**config.mk**
```make
export PLATFORM = sky130hd
export DESIGN_NAME = sfp_seq
export DESIGN_NICKNAME = d
export VERILOG_FILES = /design/src/rtl/sfp_seq.sv
export SDC_FILE = /design/constraint.sdc
export NUM_CORES = 1
export LEC_CHECK = 0
export BUFFER_PORTS_ARGS = -buffer_cell sky130_fd_sc_hd__buf_2
export CAP_MARGIN = 20
export CORE_ASPECT_RATIO = 1.25
export CORE_UTILIZATION = 44
export DETAILED_ROUTE_END_ITERATION = 6
export GPL_TIMING_DRIVEN = 0
export PLACE_DENSITY = 0.82
export SLEW_MARGIN = 20
export SYNTH_ARGS = -nofsm -noshare
export SYNTH_HDL_FRONTEND = slang
export SYNTH_SLANG_ARGS = --single-unit
```
**constraint.sdc**
```tcl
create_clock -name clk -period 1.95 [get_ports clk]
set_input_delay 0.39 -clock clk [delete_from_list [all_inputs] [get_ports clk]]
set_output_delay 0.39 -clock clk [all_outputs]
set_load 0.01 [all_outputs]
```
**src/rtl/sfp_seq.sv**
```systemverilog
// sfp_seq: clear / accumulate / threshold / hold sequencer for one sfp instance.
// Define SFP_SEQ_RELU_EN to include the RELU threshold phase; default build skips it.
module sfp_seq #(
    parameter int psum_bw = 16,
    parameter int len_bw  = 8
) (
    input  logic               clk,
    input  logic               reset,
    input  logic               start,
    input  logic [len_bw-1:0]  len,
    input  logic [psum_bw-1:0] thres,
    input  logic               in_valid,
    output logic               in_ready,
    output logic               sfp_clr,
    output logic               sfp_acc,
    output logic               sfp_relu,
    output logic [psum_bw-1:0] sfp_thres,
    output logic               out_valid,
    input  logic               out_ready,
    output logic               busy,
    output logic [len_bw-1:0]  cnt
);

    typedef enum logic [2:0] {
        IDLE,
        CLR,
        ACC,
`ifdef SFP_SEQ_RELU_EN
        RELU,
`endif
        DONE
    } state_t;

    // Phase entered once accumulation is finished (or skipped for len==0).
`ifdef SFP_SEQ_RELU_EN
    localparam state_t post_acc = RELU;
`else
    localparam state_t post_acc = DONE;
`endif

    state_t             state_q, state_d;
    logic [len_bw-1:0]  len_q;
    logic               accept_start;
    logic               last_operand;

    assign accept_start = (state_q == IDLE) && start;
    assign last_operand = (len_bw'(cnt + 1'b1) == len_q);

    // NOTE: every registered signal uses <= so all flops sample pre-edge values together.
    always_ff @(posedge clk) begin
        if (reset) begin
            state_q   <= IDLE;
            len_q     <= '0;
            cnt       <= '0;
            sfp_thres <= '0;
        end else begin
            state_q <= state_d;
            if (accept_start) begin
                len_q     <= len;
                cnt       <= '0;
                sfp_thres <= thres;
            end else if (sfp_acc) begin
                cnt <= len_bw'(cnt + 1'b1);
            end
        end
    end

    // NOTE: state_d is defaulted before the case so no path can infer a latch.
    always_comb begin
        state_d = state_q;
        case (state_q)
            IDLE: if (start) state_d = CLR;
            CLR:  state_d = (len_q != '0) ? ACC : post_acc;
            ACC:  if (in_valid && last_operand) state_d = post_acc;
`ifdef SFP_SEQ_RELU_EN
            RELU: state_d = DONE;
`endif
            DONE: if (out_ready) state_d = IDLE;
            default: state_d = IDLE;
        endcase
    end

    assign in_ready  = (state_q == ACC);
    assign sfp_acc   = (state_q == ACC) && in_valid;
    // Reset also clears the datapath so the sfp accumulator never holds stale data.
    assign sfp_clr   = (state_q == CLR) || reset;
    assign out_valid = (state_q == DONE);
    assign busy      = (state_q != IDLE);
`ifdef SFP_SEQ_RELU_EN
    assign sfp_relu  = (state_q == RELU);
`else
    assign sfp_relu  = 1'b0;
`endif

endmodule
```
==> results_dict.tcl, run 1 <==
set metrics [dict create \
    ys_seq_area_frac 0.4165 \
    timing.rr.end "state_q[0]" \
    synthCells 206 \
    worst_hold_slack_ns 0.2921 \
    path_delay_family "compound AO/OA/AOI/OAI gates" \
    grt_overflow 0 \
    synthTopCellsByCount "nand2_1, dfxtp_1, a21oi_1" \
    synth_area_per_cell_um2 7.932 \
    initial_utilization 0.4651 \
    clkPwrFrac 0.228 \
    sw_frac_of_total 0.3589 \
    synth_seq_cells 34 \
    yosys_warnings 0 \
    violations "negative setup slack" \
    h-tree-depth 2 \
    critPathBufInv 0 \
    ios 59 \
    grt_max_degree 11 \
    async_flop_share 0 \
    grt_use_total 0.2053 \
    irDropWorstVdd_mv 0.9087 \
    dpl.hpwl_mm 2.631 \
    synth_area_um2 1634 \
    netlist.area_leader.share 0.4165 \
    crit_chain "ha_2 -> a221oi_4 -> o2111ai_2 -> o21a_1 -> or4_4 -> a21oi_2" \
    port-buffer-count 56 \
    synthFlopType "dfxtp_1" \
    rsz0062_at_grt "yes" \
    dp.cells 301 \
    slew_viol_final 0 \
    hold_class "input port to flip-flop" \
    clockRootBuffer "clkbuf_8" \
    fin_ws_ns -0.02747 \
    synth.most_common_cell "nand2_1" \
    ys_top_cells_by_area "dfxtp_1, nand2_1, a21oi_1, xnor2_1, ha_1" \
    timing.fmax_mhz 505.7 \
    gp_congestion 0.8124 \
    grt_pass1_wl_mm 6.334 \
    hp-start "reset" \
    cts_tree "yes" \
    maxCapViolCount 0 \
    hold_viol 0 \
    path_clk_slew_ns 0.07 \
    row_count 24 \
    finalSetupViolCount 2 \
    synth_edf_count 0 \
    drtAntennaViolNets 0 \
    path_class "flip-flop to flip-flop" \
    slowest_stage "or4_4" \
    crit_arrival_ns 2.21 \
    slowest_delay_ns 0.53 \
    holdPathStages 2 \
    core_area_um2 3513 \
    min_delay_worst_endpoint "len_q[6]" \
    fin_crit_ns 1.977 \
    dr.pass1.iters 4 \
    finalClockSkew_ns 0.009817 \
    fin_nets 309 \
    yosysTopAreaCell "dfxtp_1" \
    pwr-share-comb 0.397 \
    timing.rr.start "state_q[0]" \
    p_leak_nw 0.9650 \
    drc 0 \
    wl_per_cell_um 12.33 \
    cts.sinks 34 \
    synth_cell_types 37 \
    wl_mm 3.873 \
    die-area_um2 3963 \
    r2r_cells 6 \
    worstPathRequired_ns 2.18 \
    drive_gt1_frac 0.3418 \
    cts_hold_buf 0 \
    fin_cells 314 \
    seq_power_share 0.374 \
    critPathCaptureType "flip-flop" \
    area_delta_synth_final_pct 33.31 \
    power_density_nw_per_um2 1090 \
    diodes 0 \
    status "complete, but fails checks" \
    viasPerCell 5.038 \
    grt_pass1_vias 1455 \
    fin_crit_sh 1.014 \
    drt_iter0_drc 47 \
    die_y_um 70.14 \
    p_int_mw 1.522 \
    clock_path_buffers 2 \
    antenna_found_initial 0 \
    cts_buffers 5 \
    switchingPower_mw 0.8523 \
    vias 1582 \
    startpoint_type "flip-flop" \
    die_width_um 56.51 \
    clock_latency_ns 0.29 \
    crit_fanout 4 \
    r2r_setup_slack_ns -0.03 \
    syn_nets 241 \
]
[power by group through the flow]
stage | Clock, mW | Combinational, mW | Sequential (mW)
finish | 0.542 | 0.943 | 0.889
global route | 0.572 | 1.05 | 0.904
CTS | 0.551 | 0.851 | 0.891
detailed placement | 0 | 0.740 | 0.903
global placement | 0 | 0.724 | 0.900
floorplan | 0 | 0.490 | 0.917
[layer usage]
layer	wire, µm	part of all wire	GRT usage
met5	0	0	0
met4	88	0.023	0.08943
met3	166	0.043	0.05556
met2	1959	0.51	0.3451
met1	1659	0.43	0.2415
[registers in the layout (all words and copies together) (netlist names)]
register,flops
cnt,8
len_q,8
state_q,2
sfp_thres,16
[repair_timing]
action	CTS	global route
resized for setup	12	10
gates cloned	0	0
setup buffers	4	2
endpoints found under the setup margin	2	3
pin swaps	5	3
[layout by cell type, fill, tap and decap left out, types with 3 or more instances in the layout]
master	count
xor2_1	6
a21oi_1	27
buf_2	56
dfxtp_4	3
inv_2	3
nor2_1	10
nand3_1	5
nor3_1	3
dfxtp_1	29
xnor2_1	11
inv_1	4
clkbuf_8	6
clkbuf_1	7
nand2_1	57
buf_4	8
[worst reg2reg max path: cells and delay by family (launching register included)]
kind                       cells  cell delay, ns
and+or+nand+nor                1            0.53
DFF                            1            0.36
AOI/OAI and AO/OA              4            0.81
adders and majority gates      1            0.21
[worst max-delay path by stage]
stage                       endpoint  cells past startpoint  startpoint  slack, ns
final                     state_q[0]                      6  state_q[0]      -0.03
after global routing      state_q[0]                      7      cnt[0]      -0.09
after CTS                 state_q[0]                      7      cnt[0]      0.001
after detailed placement  state_q[0]                      7  state_q[1]      -0.24
after global placement    state_q[0]                      7  state_q[1]      -0.21
after floorplan           state_q[0]                      7  state_q[1]      0.007
[metrics by stage]
step / util / total power, mW / area (µm²) / setup slack [ns] / TNS, ns
floorplan: - / 1.407 / 1638 / 0.007142 / 0
global placement: 0.5598 / 1.624 / 1967 / -0.2118 / -0.3552
detailed placement: 0.5598 / 1.643 / 1967 / -0.2407 / -0.4279
CTS: 0.6068 / 2.293 / 2132 / 0.001322 / 0
global route: 0.6200 / 2.530 / 2178 / -0.08738 / -0.1601
finish: 0.6200 / 2.375 / 2178 / -0.02747 / -0.03564
[area by class of cell]
type / count / area (µm²)
fillers: 326 / 1335
multi-input cells: 154 / 930.9
flip-flops and latches: 34 / 694.4
repair buffers: 62 / 325.3
clock buffers: 7 / 86.33
plain buffers: 10 / 61.31
well taps: 39 / 48.80
inverters: 7 / 26.28
clock inverters: 1 / 5.005
[logic make-up (layout without fill, tap and decap cells)]
| kind of cell | Yosys count | in the layout | share of synthesized area |
|---|---|---|---|
| simple gates | 89 | 89 | 0.2389 |
| compound gates | 41 | 41 | 0.1486 |
| flops | 34 | 34 | 0.4165 |
| buf+inv | 18 | 87 | 0.05666 |
| xor+xnor | 17 | 17 | 0.09112 |
| fa+ha+maj | 6 | 6 | 0.04594 |
| other cells | 1 | 1 | 0.002295 |
Note: power is estimated with default switching activity, not from simulation.
==> run 2, diff against run 1 <==
--- a/config.mk
+++ b/config.mk
@@ -7,11 +7,13 @@
 export LEC_CHECK = 0
 export BUFFER_PORTS_ARGS = -buffer_cell sky130_fd_sc_hd__buf_2
 export CAP_MARGIN = 20
+export CELL_PAD_IN_SITES_DETAIL_PLACEMENT = 0
+export CELL_PAD_IN_SITES_GLOBAL_PLACEMENT = 1
 export CORE_ASPECT_RATIO = 1.25
-export CORE_UTILIZATION = 44
+export CORE_UTILIZATION = 31
 export DETAILED_ROUTE_END_ITERATION = 6
 export GPL_TIMING_DRIVEN = 0
-export PLACE_DENSITY = 0.82
+export PLACE_DENSITY = 0.81
 export SLEW_MARGIN = 20
 export SYNTH_ARGS = -nofsm -noshare
 export SYNTH_HDL_FRONTEND = slang
==> run 2 against run 1 <==
The flow now finishes without violations. Core utilization down 18 points. Critical endpoint unchanged. Sequential share of layout area decreased by 0.36 points. Combinational power shrank 15%.
==> results_dict.tcl, run 2 (synthesis results as in run 1) <==
set metrics [dict create \
    status "finished clean" \
    grt_overflow 0 \
    initial_utilization 0.3217 \
    maxCapViolCount 0 \
    power_density_nw_per_um2 1132 \
    timing.rr.end "state_q[0]" \
    seqCellArea_um2 696.9 \
    clock_path_buffers 2 \
    layout_commonest_cell "nand2_1" \
    placed_area_um2 1996 \
    holdPathStages 2 \
    nFillCells 560 \
    port-buffer-count 56 \
    grt_pass1_vias 1495 \
    startpoint_type "flip-flop" \
    rsz0062_at_grt "yes" \
    finalSetupTns_ns 0 \
    slew_viol_final 0 \
    cts_tree "yes" \
    crit_arrival_ns 2.14 \
    multi_input_area_um2 923.4 \
    fin_crit_ns 1.922 \
    drtAntennaViolNets 0 \
    fin_nets 304 \
    irDropWorstVdd_mv 0.5969 \
    timing.rr.start "state_q[0]" \
    dr.pass1.iters 4 \
    hold_viol 0 \
    min_delay_worst_endpoint "sfp_thres[8]" \
    p_leak_nw 0.9602 \
    grt_max_degree 13 \
    gp_congestion 0.7767 \
    worstPathRequired_ns 2.17 \
    mostFrequentLayoutCells "nand2_1, buf_2, a21oi_1, dfxtp_1, xnor2_1" \
    top_register "sfp_thres" \
    die-area_um2 5568 \
    wl_per_cell_um 11.77 \
    critPathCaptureType "flip-flop" \
    drive_gt1_frac 0.3185 \
    h-tree-depth 2 \
    crit_fanout 5 \
    drt_iter0_drc 38 \
    row_count 29 \
    hp-start "reset" \
    hold_class "input port to flip-flop" \
    top_regs "sfp_thres (16), cnt (8), len_q (8)" \
    drc 0 \
    cts.sinks 34 \
    grt_pass1_wl_mm 6.624 \
    timing.fmax_mhz 520.4 \
    vias 1571 \
    antenna_found_initial 0 \
    p_total_mw 2.502 \
    die_width_um 66.94 \
    viasPerCell 4.732 \
    cts_hold_buf 0 \
    r2r_setup_slack_ns 0.03 \
    ios 59 \
    wl_mm 3.906 \
    core_area_um2 5080 \
    largest_register_ffs 16 \
    finalSetupViolCount 0 \
    clock_latency_ns 0.29 \
    clockRootBuffer "clkbuf_8" \
    path_class "flip-flop to flip-flop" \
    area_delta_synth_final_pct 35.30 \
    finalClockSkew_ns 0.002479 \
    path_clk_slew_ns 0.08 \
    die_y_um 83.18 \
    stdcell_area_um2 2211 \
    grt_use_total 0.1569 \
    dpl.hpwl_mm 2.915 \
    fin_crit_sh 0.9855 \
    diodes 0 \
    worst_hold_slack_ns 0.2918 \
    r2r_cells 7 \
    cts_buffers 5 \
]
-- run 2: how the worst max path moves through the flow --
stage | slack, ns | endpoint | depth (start not counted) | from
global placement | -0.22 | state_q[0] | 7 | state_q[1]
floorplan | 0.007 | state_q[0] | 7 | state_q[1]
detailed placement | -0.29 | state_q[0] | 7 | state_q[1]
finish | 0.03 | state_q[0] | 7 | state_q[0]
global route | -0.08 | state_q[0] | 7 | state_q[0]
CTS | 0.008 | state_q[0] | 7 | state_q[0]
-- run 2: layer usage --
metal / share of wire / up-vias / global-route usage
li1: - / 808 / -
met5: 0 / - / 0
met2: 0.49 / 35 / 0.2590
met3: 0.041 / 8 / 0.03984
met1: 0.45 / 720 / 0.1783
met4: 0.027 / 0 / 0.08704
-- run 2: per-stage QoR --
| step | instances | setup WS [ns] | util |
|---|---|---|---|
| after detailed placement | 324 | -0.2910 | 0.3929 |
| after CTS | 332 | 0.008463 | 0.4352 |
| after floorplan | 206 | 0.007142 | - |
| after global placement | 324 | -0.2235 | 0.3929 |
| final | 332 | 0.02832 | 0.4352 |
| after global routing | 332 | -0.08184 | 0.4352 |
-- run 2: final cells by class --
type / count / share of cell area
clock buffers: 5 / 0.03113
flip-flops and latches: 34 / 0.3152
multi-input cells: 154 / 0.4177
plain buffers: 10 / 0.02773
clock inverters: 3 / 0.03113
well taps: 62 / 0.03509
repair buffers: 57 / 0.1302
inverters: 7 / 0.01188
-- run 2: power breakdown --
group	internal, mW	total [mW]	switching [mW]
clock network	0.512	0.791	0.279
logic	0.348	0.806	0.458
registers	0.810	0.905	0.0957
total	1.67	2.50	0.832
-- run 2: worst max-delay path, cell delays in order, from the launching register on --
cell and delay [ns]:
dfxtp_4 0.39, inv_2 0.06, ha_4 0.18, a221oi_4 0.23, o2111ai_1 0.14, o21a_1 0.22
or4_1 0.51, a21oi_1 0.13
-- run 2: repair_timing --
action / 4_1_cts / 5_1_grt
endpoints found under the setup margin: 2 / 3
resized for setup: 17 / 1
pin swaps: 5 / 2
setup buffers: 1 / 0
==> run 3, diff against run 2 <==
--- a/config.mk
+++ b/config.mk
@@ -5,6 +5,7 @@
 export SDC_FILE = /design/constraint.sdc
 export NUM_CORES = 1
 export LEC_CHECK = 0
+export ABC_AREA = 1
 export BUFFER_PORTS_ARGS = -buffer_cell sky130_fd_sc_hd__buf_2
 export CAP_MARGIN = 20
 export CELL_PAD_IN_SITES_DETAIL_PLACEMENT = 0
@@ -13,7 +14,7 @@
 export CORE_UTILIZATION = 31
 export DETAILED_ROUTE_END_ITERATION = 6
 export GPL_TIMING_DRIVEN = 0
-export PLACE_DENSITY = 0.81
+export PLACE_DENSITY = 0.82
 export SLEW_MARGIN = 20
 export SYNTH_ARGS = -nofsm -noshare
 export SYNTH_HDL_FRONTEND = slang
==> run 3 against run 2 <==
Maximum frequency up 4.4%. Clock-buffer cell count up 2. Sequential cell count unchanged. Sequential share of layout area down 0.19 points. Via count up 6.8%. Power up 2.4%.
==> results_dict.tcl, run 3 <==
set metrics [dict create \
    ios 59 \
    slowest_stage "dfxtp_2" \
    irDropWorstVdd_mv 0.5087 \
    largest_register_ffs 16 \
    multi_input_area_um2 878.3 \
    holdPathStages 3 \
    ys_seq_area_frac 0.4009 \
    core_area_um2 5189 \
    port-buffer-count 57 \
    synthCells 241 \
    async_flop_share 0 \
    finalSetupViolCount 0 \
    synth.most_common_cell "nor2_1" \
    slowest_delay_ns 0.35 \
    fin_crit_ns 1.841 \
    placed_area_um2 2061 \
    viasPerCell 4.560 \
    worstPathRequired_ns 1.56 \
    grt_pass1_wl_mm 7.058 \
    initial_utilization 0.3272 \
    synthTopCellsByCount "nor2_1, dfxtp_1, nand2_1" \
    vias 1678 \
    antenna_found_initial 0 \
    dr.pass1.iters 5 \
    status "finished clean" \
    syn_nets 276 \
    finalSetupTns_ns 0 \
    crit_path_frequent_cell "inv_1" \
    maxCapViolCount 0 \
    timing.fmax_mhz 543.3 \
    cts_buffers 5 \
    synth_seq_cells 34 \
    hold_class "input port to flip-flop" \
    row_count 29 \
    grt_max_degree 11 \
    path_clk_slew_ns 0.07 \
    netlist.area_leader.share 0.4009 \
    wl_per_cell_um 11.33 \
    die_y_um 84.74 \
    synth_edf_count 0 \
    synth_area_um2 1698 \
    diodes 0 \
    cp.depth 6 \
    yosys_warnings 0 \
    path_delay_family "buffers and inverters" \
    nFillCells 568 \
    power_density_nw_per_um2 1171 \
    p_leak_nw 1.121 \
    r2r_cells 11 \
    fin_nets 340 \
    crit_arrival_ns 1.45 \
    top_register "sfp_thres" \
    clock_path_buffers 2 \
    grt_use_total 0.1602 \
    startpoint_type "flip-flop" \
    gp_congestion 0.7564 \
    dp.cells 360 \
    synth_area_per_cell_um2 7.045 \
    critPathBufInv 4 \
    clock_latency_ns 0.28 \
    seqCellArea_um2 685.7 \
    fin_crit_sh 0.9439 \
    h-tree-depth 2 \
    finalClockSkew_ns 0.003509 \
    p_total_mw 2.563 \
    yosysTopAreaCell "dfxtp_1" \
    path_class "flip-flop to output pin" \
    wl_mm 4.169 \
    slew_viol_final 0 \
    top_regs "sfp_thres (16), cnt (8), len_q (8)" \
    cts_setup_buffers 0 \
    die_width_um 68.20 \
    crit_fanout 10 \
    grt_overflow 0 \
    cts.sinks 34 \
    cts_tree "yes" \
    stdcell_area_um2 2188 \
    synth_cell_types 28 \
    layout_commonest_cell "buf_2" \
    crit_chain "inv_1 -> ha_4 -> nand2_2 -> inv_1 -> buf_6 -> buf_2" \
    ys_top_cells_by_area "dfxtp_1, nor2_1, o21ai_0, nand2_1, inv_1" \
    drive_gt1_frac 0.3039 \
    area_delta_synth_final_pct 28.89 \
    clockRootBuffer "clkbuf_8" \
    die-area_um2 5779 \
    critPathCaptureType "output pin" \
    synthFlopType "dfxtp_1" \
    mostFrequentLayoutCells "buf_2, nor2_1, dfxtp_1" \
    fin_cells 368 \
    hold_viol 0 \
    dpl.hpwl_mm 3.203 \
    drt_iter0_drc 59 \
    drc 0 \
    grt_pass1_vias 1560 \
    rsz0062_at_grt "no" \
    drtAntennaViolNets 0 \
]
run 3: cell count changes after synthesis, moves of 3 or more:
cell,previous run,this run
xnor2_1,11,0
nand3_1,5,16
nand2_2,0,5
o21ai_0,4,28
nand4_1,0,4
o211ai_1,0,3
nand2_1,57,29
nor2_1,10,50
a21oi_1,29,12
xor2_1,6,1
inv_1,7,27
run 3: area by class of cell:
cell class,instances,area share
Inverter,28,0.04803
Tap cell,62,0.03545
Timing Repair Buffer,57,0.1304
Clock buffer,7,0.03945
Multi-Input combinational cell,168,0.4014
Buffer,11,0.02973
Clock inverter,1,0.002287
Sequential cell,34,0.3133
run 3: cell families (layout without fill, tap and decap cells):
logic type | count (synthesis) | after routing | synth area share
other | 1 | 1 | 0.002209
AO/OA/AOI/OAI | 47 | 47 | 0.1466
adder cells (fa/ha/maj) | 6 | 6 | 0.04421
flip-flops | 34 | 34 | 0.4009
buffers and inverters | 39 | 104 | 0.09359
AND/OR/NAND/NOR | 113 | 113 | 0.3073
XOR/XNOR | 1 | 1 | 0.005159
run 3: path summary, 6_finish.rpt:
kind                                   start            to  slack (ns)
worst max-delay path              state_q[0]       sfp_acc        0.11
worst min-delay path                thres[9]  sfp_thres[9]        0.35
worst max register to register        cnt[1]    state_q[0]        0.16
worst min register to register  sfp_thres[9]  sfp_thres[9]        0.48
run 3: tightest hold or removal path: stages:
cell	delay [ns]
buf_2	0.07
o21ai_0	0.07
nor2_1	0.07
run 3: metal layers:
layer / GRT usage / up-vias / share of wire
li1: - / 894 / -
met1: 0.1990 / 733 / 0.45
met2: 0.2594 / 47 / 0.49
met3: 0.05027 / 4 / 0.055
met4: 0.04545 / 0 / 0.0094
met5: 0 / - / 0
run 3: what timing repair did:
item,4_1_cts,5_1_grt
resized for setup,6,13
setup endpoints to repair,1,18
hold buffers,0,0
run 3: power by group:
| group | leakage, nW | switching (mW) | internal (mW) | total [mW] |
|---|---|---|---|---|
| Sequential | 0.281 | 0.134 | 0.881 | 1.02 |
| Clock | 0.0482 | 0.255 | 0.285 | 0.540 |
| Combinational | 0.791 | 0.597 | 0.410 | 1.01 |
| Total | 1.12 | 0.987 | 1.58 | 2.56 |
run 3: through the flow:
step	hold WS (ns)	worst slack, ns	util
floorplan	0.4512	0.2866	-
global placement	0.4582	-0.02836	0.3972
detailed placement	0.4665	-0.05978	0.3972
CTS	0.3460	0.005583	0.4186
global route	0.3733	0.003646	0.4218
finish	0.3545	0.1094	0.4218
